===== config.mk =====
export PLATFORM = sky130hd
export DESIGN_NAME = anim_seq
export DESIGN_NICKNAME = d
export VERILOG_FILES = /design/src/rtl/anim_seq.sv
export SDC_FILE = /design/constraint.sdc
export NUM_CORES = 1
export LEC_CHECK = 0
export ABC_AREA = 0
export BUFFER_PORTS_ARGS = -buffer_cell sky130_fd_sc_hd__buf_2
export CAP_MARGIN = 20
export CORE_MARGIN = 5
export CORE_UTILIZATION = 45
export DETAILED_ROUTE_END_ITERATION = 8
export PLACE_DENSITY_LB_ADDON = 0.2
export REMOVE_ABC_BUFFERS = 1
export SLEW_MARGIN = 10
export SYNTH_ARGS = -nofsm -noshare
export SYNTH_HDL_FRONTEND = slang
export SYNTH_SLANG_ARGS = --single-unit

===== constraint.sdc =====
create_clock -name clk -period 3 [get_ports clk]
set_input_delay 0.9 -clock clk [delete_from_list [all_inputs] [get_ports clk]]
set_output_delay 0.9 -clock clk [all_outputs]
set_load 0.05 [all_outputs]

===== src/rtl/anim_seq.sv =====
// -----------------------------------------------------------------------------
// anim_seq -- frame-index sequencer for the LED animation path.
//
// Produces the 7-bit frame index consumed by the segment-pattern decoder and
// advances it once every div+1 clocks. Playback can loop or run once, count
// up or down, and be paused with single-frame stepping.
//
// Ports
//   clk    in   1      system clock, rising edge
//   rst    in   1      synchronous active-high reset
//   start  in   1      pulse: (re)start playback from the first frame
//   pause  in   1      level: freeze playback while high
//   step   in   1      pulse: advance one frame, only while paused
//   rev    in   1      direction, captured on start (0 up, 1 down)
//   loop   in   1      1 = continuous, 0 = one-shot (live)
//   div    in   DIV_W  frame period minus one, in clocks (live)
//   idx    out  7      current frame index
//   tick   out  1      pulse in the cycle idx takes a new value
//   busy   out  1      playback active (running or held)
//   done   out  1      pulse when a one-shot sequence ends
//
// Build option
//   ANIM_SEQ_PINGPONG_EN  when defined, loop mode bounces at the endpoints
//                         (127 -> 126 going down, 0 -> 1 going up) instead
//                         of wrapping. One-shot playback is unaffected.
// -----------------------------------------------------------------------------
module anim_seq #(
    parameter int DIV_W = 24
) (
    input  logic             clk,
    input  logic             rst,
    input  logic             start,
    input  logic             pause,
    input  logic             step,
    input  logic             rev,
    input  logic             loop,
    input  logic [DIV_W-1:0] div,
    output logic [6:0]       idx,
    output logic             tick,
    output logic             busy,
    output logic             done
);

    typedef enum logic [1:0] {
        ST_IDLE = 2'd0,
        ST_RUN  = 2'd1,
        ST_HOLD = 2'd2
    } state_t;

    localparam logic [6:0] IDX_LAST  = 7'd127;
    localparam logic [6:0] IDX_FIRST = 7'd0;

    // Registered state
    state_t           state_r;
    logic [DIV_W-1:0] cnt_r;
    logic             dir_r;
    logic [6:0]       idx_r;
    logic             tick_r;
    logic             busy_r;
    logic             done_r;

    // Next-state values
    state_t           state_s;
    logic [DIV_W-1:0] cnt_s;
    logic             dir_s;
    logic [6:0]       idx_s;
    logic             tick_s;
    logic             busy_s;
    logic             done_s;

    // Advance helpers
    logic             adv_s;      // a frame advance is due this cycle
    logic             at_end_s;   // idx sits on the endpoint for the current direction
    logic [6:0]       adv_idx_s;  // index after a looping advance
    logic             adv_dir_s;  // direction after a looping advance

    // Target index/direction of an advance, including the endpoint wrap or bounce.
    always_comb begin
        adv_dir_s = dir_r;
        if (dir_r) begin
            at_end_s = (idx_r == IDX_FIRST);
        end else begin
            at_end_s = (idx_r == IDX_LAST);
        end

        if (!at_end_s) begin
            if (dir_r) begin
                adv_idx_s = idx_r - 7'd1;
            end else begin
                adv_idx_s = idx_r + 7'd1;
            end
        end else begin
`ifdef ANIM_SEQ_PINGPONG_EN
            // Bounce: reverse direction and step one frame back inward.
            adv_dir_s = ~dir_r;
            if (dir_r) begin
                adv_idx_s = IDX_FIRST + 7'd1;
            end else begin
                adv_idx_s = IDX_LAST - 7'd1;
            end
`else
            // Wrap to the opposite endpoint; direction is kept.
            if (dir_r) begin
                adv_idx_s = IDX_LAST;
            end else begin
                adv_idx_s = IDX_FIRST;
            end
`endif
        end
    end

    // Next-state logic: start beats everything else, then pause/step/count.
    always_comb begin
        state_s = state_r;
        cnt_s   = cnt_r;
        dir_s   = dir_r;
        idx_s   = idx_r;
        tick_s  = 1'b0;
        done_s  = 1'b0;
        adv_s   = 1'b0;

        if (start) begin
            // A pause level in this cycle is deliberately not looked at.
            state_s = ST_RUN;
            dir_s   = rev;
            cnt_s   = {DIV_W{1'b0}};
            tick_s  = 1'b1;
            if (rev) begin
                idx_s = IDX_LAST;
            end else begin
                idx_s = IDX_FIRST;
            end
        end else begin
            case (state_r)
                ST_RUN, ST_HOLD: begin
                    if (pause) begin
                        // Counter is frozen; a step is only honoured once held.
                        state_s = ST_HOLD;
                        if ((state_r == ST_HOLD) && step) begin
                            adv_s = 1'b1;
                            cnt_s = {DIV_W{1'b0}};
                        end else begin
                            cnt_s = cnt_r;
                        end
                    end else begin
                        // Releasing pause counts in the same cycle, so the
                        // frame period is made of exactly div+1 unpaused clocks.
                        // >= lets a div lowered below cnt advance immediately.
                        state_s = ST_RUN;
                        if (cnt_r >= div) begin
                            adv_s = 1'b1;
                            cnt_s = {DIV_W{1'b0}};
                        end else begin
                            cnt_s = cnt_r + DIV_W'(1);
                        end
                    end
                end
                ST_IDLE: begin
                    // step and pause are ignored; idx keeps its last value.
                    state_s = ST_IDLE;
                end
                default: begin
                    state_s = ST_IDLE;
                    cnt_s   = {DIV_W{1'b0}};
                end
            endcase

            if (adv_s) begin
                if (at_end_s && !loop) begin
                    // One-shot end: idx holds, no tick, single done pulse.
                    done_s  = 1'b1;
                    state_s = ST_IDLE;
                end else begin
                    idx_s  = adv_idx_s;
                    dir_s  = adv_dir_s;
                    tick_s = 1'b1;
                end
            end else begin
                tick_s = 1'b0;
            end
        end

        busy_s = (state_s != ST_IDLE);
    end

    // State and output registers with synchronous reset.
    always_ff @(posedge clk) begin
        if (rst) begin
            state_r <= ST_IDLE;
            cnt_r   <= {DIV_W{1'b0}};
            dir_r   <= 1'b0;
            idx_r   <= 7'd0;
            tick_r  <= 1'b0;
            busy_r  <= 1'b0;
            done_r  <= 1'b0;
        end else begin
            state_r <= state_s;
            cnt_r   <= cnt_s;
            dir_r   <= dir_s;
            idx_r   <= idx_s;
            tick_r  <= tick_s;
            busy_r  <= busy_s;
            done_r  <= done_s;
        end
    end

    assign idx  = idx_r;
    assign tick = tick_r;
    assign busy = busy_r;
    assign done = done_r;

endmodule


==> flow_summary.yaml, run 1 <==
yosys:
  yosys_warnings: 0
  synth_cells: 327
  syn-cell-area_um2: 2640
  ys.flop_type: "dfxtp_1"
  synth_edf_count: 0
  synthDistinctLibCells: 57
  synth-seq-cells: 37
  synth-async-reset-ratio_pct: 0
  yosysSeqAreaShare_pct: 28.1
  avgSynthCellArea_um2: 8.07
drt:
  drc: 0
  dr.first_iter.drc_count: 115
  route.final.wire_length_mm: 5.72
  drt_first_pass_iters: 4
  via_per_inst: 5.24
  vias: 2341
  wl_per_cell_um: 12.8
  ant_nets: 0
timing:
  slew_violations: 0
  tightest_slew_ps: 550
  finalSetupViolations: 0
  fin_crit_sh_pct: 90.7
  setup_tns_ps: 0
  period_minus_slack_ps: 2720
  fin_hold_ws_ps: 508
  slew_headroom_pct: 63.4
  fin_skew_ps: 9.61
  timing.fmax_mhz: 367
  setup_ws_ps: 278
  finalHoldViolations: 0
  rsz0062_at_grt: "no"
worst_setup_path:
  reg2reg_depth: 8
  arrival_ps: 2920
  cp_max_fo: 3
  reg2reg_to: "idx[6]"
  critical_path_class: "in2reg"
  endpoint_kind: "flop"
  regToRegSetupSlack_ps: 450
  critPathLaunchType: "primary input"
  r2r-start: "adv_dir_s"
  required_ps: 3190
final_layout:
  drive_gt1_share_pct: 20.0
  stdcell_count: 447
  final_common_cell: "buf_2"
  fin_util_pct: 54.8
  final_nets: 438
  final_cell_mix: "40 x buf_2, 37 x dfxtp_1, 34 x inv_1, 34 x nand2_1"
  antennaDiodeCount: 0
  layout-area-overhead-vs-synth_pct: 16.5
placed_design:
  dp_hpwl_mm: 4.51
  gp_congestion: 0.844
  port_buffers: 40
  pre_cts_slack_ps: -52.2
  post-place-cells: 439
global_route:
  first_global_vias: 2110
  grtUsageTotal_pct: 15.3
  grt_overflow: 0
  grt_max_degree: 18
  grt_pass1_wl_mm: 9.32
  antenna_found_initial: 0
cts:
  post_cts_resized: 0
  cts.root.buffer_cell: "clkbuf_8"
  cts.htree.levels: 2
  post_cts_buffers: 0
  clk_pin_slew_worst_paths_ps: 80
  worstSkewPairLatency_ps: 300
  clockBufferDepth: 2
  numCtsBuffers: 5
  hold_buffers: 0
  cts_tree: "built"
  clock-sinks: 37
floorplanning:
  rows: 27
  design.die.area_um2: 7500
  start_util_pct: 47.1
  ios: 41
  core_um2: 5610
  die_w_um: 86.6
  die_h_um: 86.6
worst_hold_path:
  hp-class: "reg2reg"
  holdPathEnd: "cnt_r[0]"
  hold_depth: 2
  min_from: "cnt_r[0]"
run:
  maxCapViolations: 0
pwr:
  cellLeakagePower_nw: 1.42
  peakVddDrop_v: 0.000252
  power.density_nw_per_um2: 412
run_status:
  outcome: "finished, final reports clean"
==> worst max-delay path by stage <==
stage,to,startpoint
floorplan,cnt_r[10],div[22]
global placement,idx[6],div[20]
detailed placement,idx[6],div[22]
CTS,idx[6],div[22]
global route,idx[3],div[17]
finish,idx[6],div[22]
==> flip-flops by register name, summed over array words and instances, names as in the netlist <==
register	flops
tick	1
done	1
adv_dir_s	1
cnt_r	24
busy	1
state_r	2
idx	7
==> cell usage after synthesis, drive strengths merged, types with 2 or more instances <==
cell type	count	area share, %
o31a	2	0.66
buf	4	1.3
nand2b	3	0.71
nand4	9	2.1
nor3	3	0.57
a21o	2	0.57
o211ai	4	1.3
inv	34	4.8
nor2	33	4.8
and2b	3	1.0
and3	8	1.9
nand2	34	4.8
a21boi	2	0.57
nand3	17	3.2
xnor2	4	1.3
nand3b	2	0.57
o21ai	10	2.0
a21oi	22	4.3
nor4	3	0.71
and3b	4	1.5
a31oi	3	0.95
nor2b	3	0.71
or2b	2	0.66
o2bb2ai	2	0.66
a211oi	5	1.4
o31ai	4	1.3
ha	32	15
and4	3	1.0
dfxtp	37	28
xor2	15	5.0
clkbuf	4	1.0
==> power breakdown <==
part / internal [W] / leakage, nW / switching [W]
Sequential: 0.000504 / 0.301 / 0.0000139
Clock: 0.000330 / 0.0681 / 0.000189
Combinational: 0.0000909 / 1.05 / 0.000139
==> per-layer routing <==
metal  share of wire, %  global-route usage [%]  routed length, um  vias up
met5                  0                       0                  0        -
met3                3.7                    4.28                209        5
met4               0.79                    3.40                 45        0
met2                 47                    25.0               2690       30
met1                 48                    20.1               2770     1072
li1                   -                       -                  -     1234
==> stage by stage <==
stage / total power [W] / instance area (um2)
finish: 0.00127 / 3080
global route: 0.00133 / 3080
CTS: 0.00128 / 3080
detailed placement: 0.000760 / 2940
global placement: 0.000755 / 2940
floorplan: 0.000685 / 2580
==> final cells by class <==
| class | instances | area [um2] |
|---|---|---|
| Clock buffer | 5 | 68.8 |
| Timing Repair Buffer | 48 | 273 |
| Inverter | 34 | 128 |
| Multi-Input combinational cell | 248 | 1710 |
| Sequential cell | 37 | 741 |
| Tap cell | 72 | 90.1 |
| Fill cell | 540 | 2530 |
| Clock inverter | 3 | 65.1 |
==> logic make-up after synthesis <==
group	synth area share [%]
and+or+nand+nor	26.6
AOI/OAI and AO/OA	15.5
buffers and inverters	7.16
DFF	28.1
adders and majority gates	15.9
xor gates and xnor gates	6.30
muxes	0.379
==> worst max-delay path: stages <==
cell,delay [ps]
buf_2,80
inv_1,30
ha_1,310
nand4_1,100
or4_1,570
a31oi_2,240
o211ai_2,110
o31a_1,310
o31a_1,260
No activity file was read; power rests on OpenSTA's default activity.
==> inputs of run 2 (changes only) <==
CORE_UTILIZATION = 52   (was 45)
PLACE_DENSITY = 0.77   (was default)
PLACE_DENSITY_LB_ADDON = default   (was 0.2)
==> run 2 against run 1 <==
Net effect: combinational power is 4% higher; cell count increased by 0.22%; hold slack worse by 5.1 ps; utilization is 5.9 points higher; register-to-register slack is essentially flat; non-clock buffer count up 3; critical path type unchanged; largest cell class unchanged.
==> flow_summary.yaml, run 2 (synthesis gave the netlist of run 1 again) <==
run_status:
  outcome: "finished, final reports clean"
floorplanning:
  ios: 41
  design.die.area_um2: 6600
  rows: 26
  start_util_pct: 52.7
  die_w_um: 81.3
  die_h_um: 81.3
  core_um2: 5010
drt:
  ant_nets: 0
  dr.first_iter.drc_count: 87
  vias: 2387
  route.final.wire_length_mm: 5.61
  wl_per_cell_um: 12.5
  drc: 0
  via_per_inst: 5.33
  drt_first_pass_iters: 5
pwr:
  seqPwrFrac_pct: 48.0
  pwr-share-comb_pct: 22.0
  switchingPower_w: 0.000320
  peakVddDrop_v: 0.000260
  power.total_w: 0.00108
  power.density_nw_per_um2: 355
  internal-power_w: 0.000762
  cellLeakagePower_nw: 1.40
  sw_frac_of_total_pct: 29.6
  pwr-share-clk_pct: 30.0
cts:
  worstSkewPairLatency_ps: 280
  clockBufferDepth: 2
  clk_pin_slew_worst_paths_ps: 70
  post_cts_resized: 0
  cts_tree: "built"
  post_cts_buffers: 0
  clock-sinks: 37
  cts.root.buffer_cell: "clkbuf_8"
  cts.htree.levels: 2
  hold_buffers: 0
  numCtsBuffers: 5
timing:
  tightest_slew_ps: 588
  slew_violations: 0
  finalSetupViolations: 0
  period_minus_slack_ps: 2800
  slew_headroom_pct: 60.8
  fin_skew_ps: 7.77
  rsz0062_at_grt: "no"
  finalHoldViolations: 0
  fin_crit_sh_pct: 93.3
  timing.fmax_mhz: 357
final_layout:
  antennaDiodeCount: 0
  final_cell_mix: "40 x buf_2, 37 x dfxtp_1, 34 x inv_1, 34 x nand2_1"
  largest-register: "cnt_r"
  final_nets: 441
  largest_reg_flops: 24
  layout-area-overhead-vs-synth_pct: 15.3
  drive_gt1_share_pct: 20.4
  stdcell_count: 448
  final_common_cell: "buf_2"
global_route:
  antenna_found_initial: 0
  grt_overflow: 0
  grt_max_degree: 13
  grtUsageTotal_pct: 18.5
  first_global_vias: 2329
  grt_pass1_wl_mm: 9.77
placed_design:
  post-place-cells: 440
  port_buffers: 40
  gp_congestion: 0.815
  dp_hpwl_mm: 4.55
worst_setup_path:
  arrival_ps: 2970
  critical_path_class: "in2reg"
  endpoint_kind: "flop"
  critPathLaunchType: "primary input"
  required_ps: 3170
  cp_max_fo: 5
run:
  maxCapViolations: 0
worst_hold_path:
  hp-class: "reg2reg"
## run 2: power groups by stage
stage	Sequential [W]	Clock (W)	Combinational (W)
after floorplan	0.000564	0	0.000121
after global placement	0.000529	0	0.000230
after detailed placement	0.000530	0	0.000237
after CTS	0.000518	0.000338	0.000238
after global routing	0.000520	0.000354	0.000264
final	0.000519	0.000325	0.000238
## run 2: stage by stage
| step | setup slack, ps | TNS (ps) | hold WS, ps | util [%] | instance area (um2) |
|---|---|---|---|---|---|
| 3_3_place_gp | -29.7 | -29.7 | 491 | 59.1 | 2960 |
| 2_1_floorplan | 1.74 | 0 | 473 | - | 2580 |
| 3_5_place_dp | -103 | -292 | 492 | 59.1 | 2960 |
| 5_1_grt | 17.7 | 0 | 547 | 60.8 | 3040 |
| 6_report | 202 | 0 | 503 | 60.8 | 3040 |
| 4_1_cts | 191 | 0 | 502 | 60.8 | 3040 |
## run 2: worst paths after layout
kind	from	end	slack (ps)	cells past startpoint
setup / recovery	div[22]	idx[6]	200	9
setup reg to reg	adv_dir_s	idx[6]	440	8
hold / removal	cnt_r[0]	cnt_r[0]	500	2
hold reg to reg	cnt_r[0]	cnt_r[0]	500	2
## run 2: metal layers
layer	GRT usage, %	up-vias	share of wire, %
met2	32.5	42	49
met1	23.0	1097	46
li1	-	1239	-
met3	2.88	9	3.3
met5	0	-	0
met4	5.74	0	1.1
## run 2: layout make-up
class	count	area [um2]
tap	70	87.6
fill	473	1970
multi-input combinational	248	1710
inverter	34	128
timing repair buffer	51	295
clock inverter	2	10.0
clock buffer	6	72.6
sequential	37	741
## run 2: critical path: stages
cell	delay [ps]
buf_2	80
inv_1	30
ha_1	300
nand4_1	100
or4_1	570
a31oi_2	240
o211ai_2	150
o31a_1	320
o31a_1	270
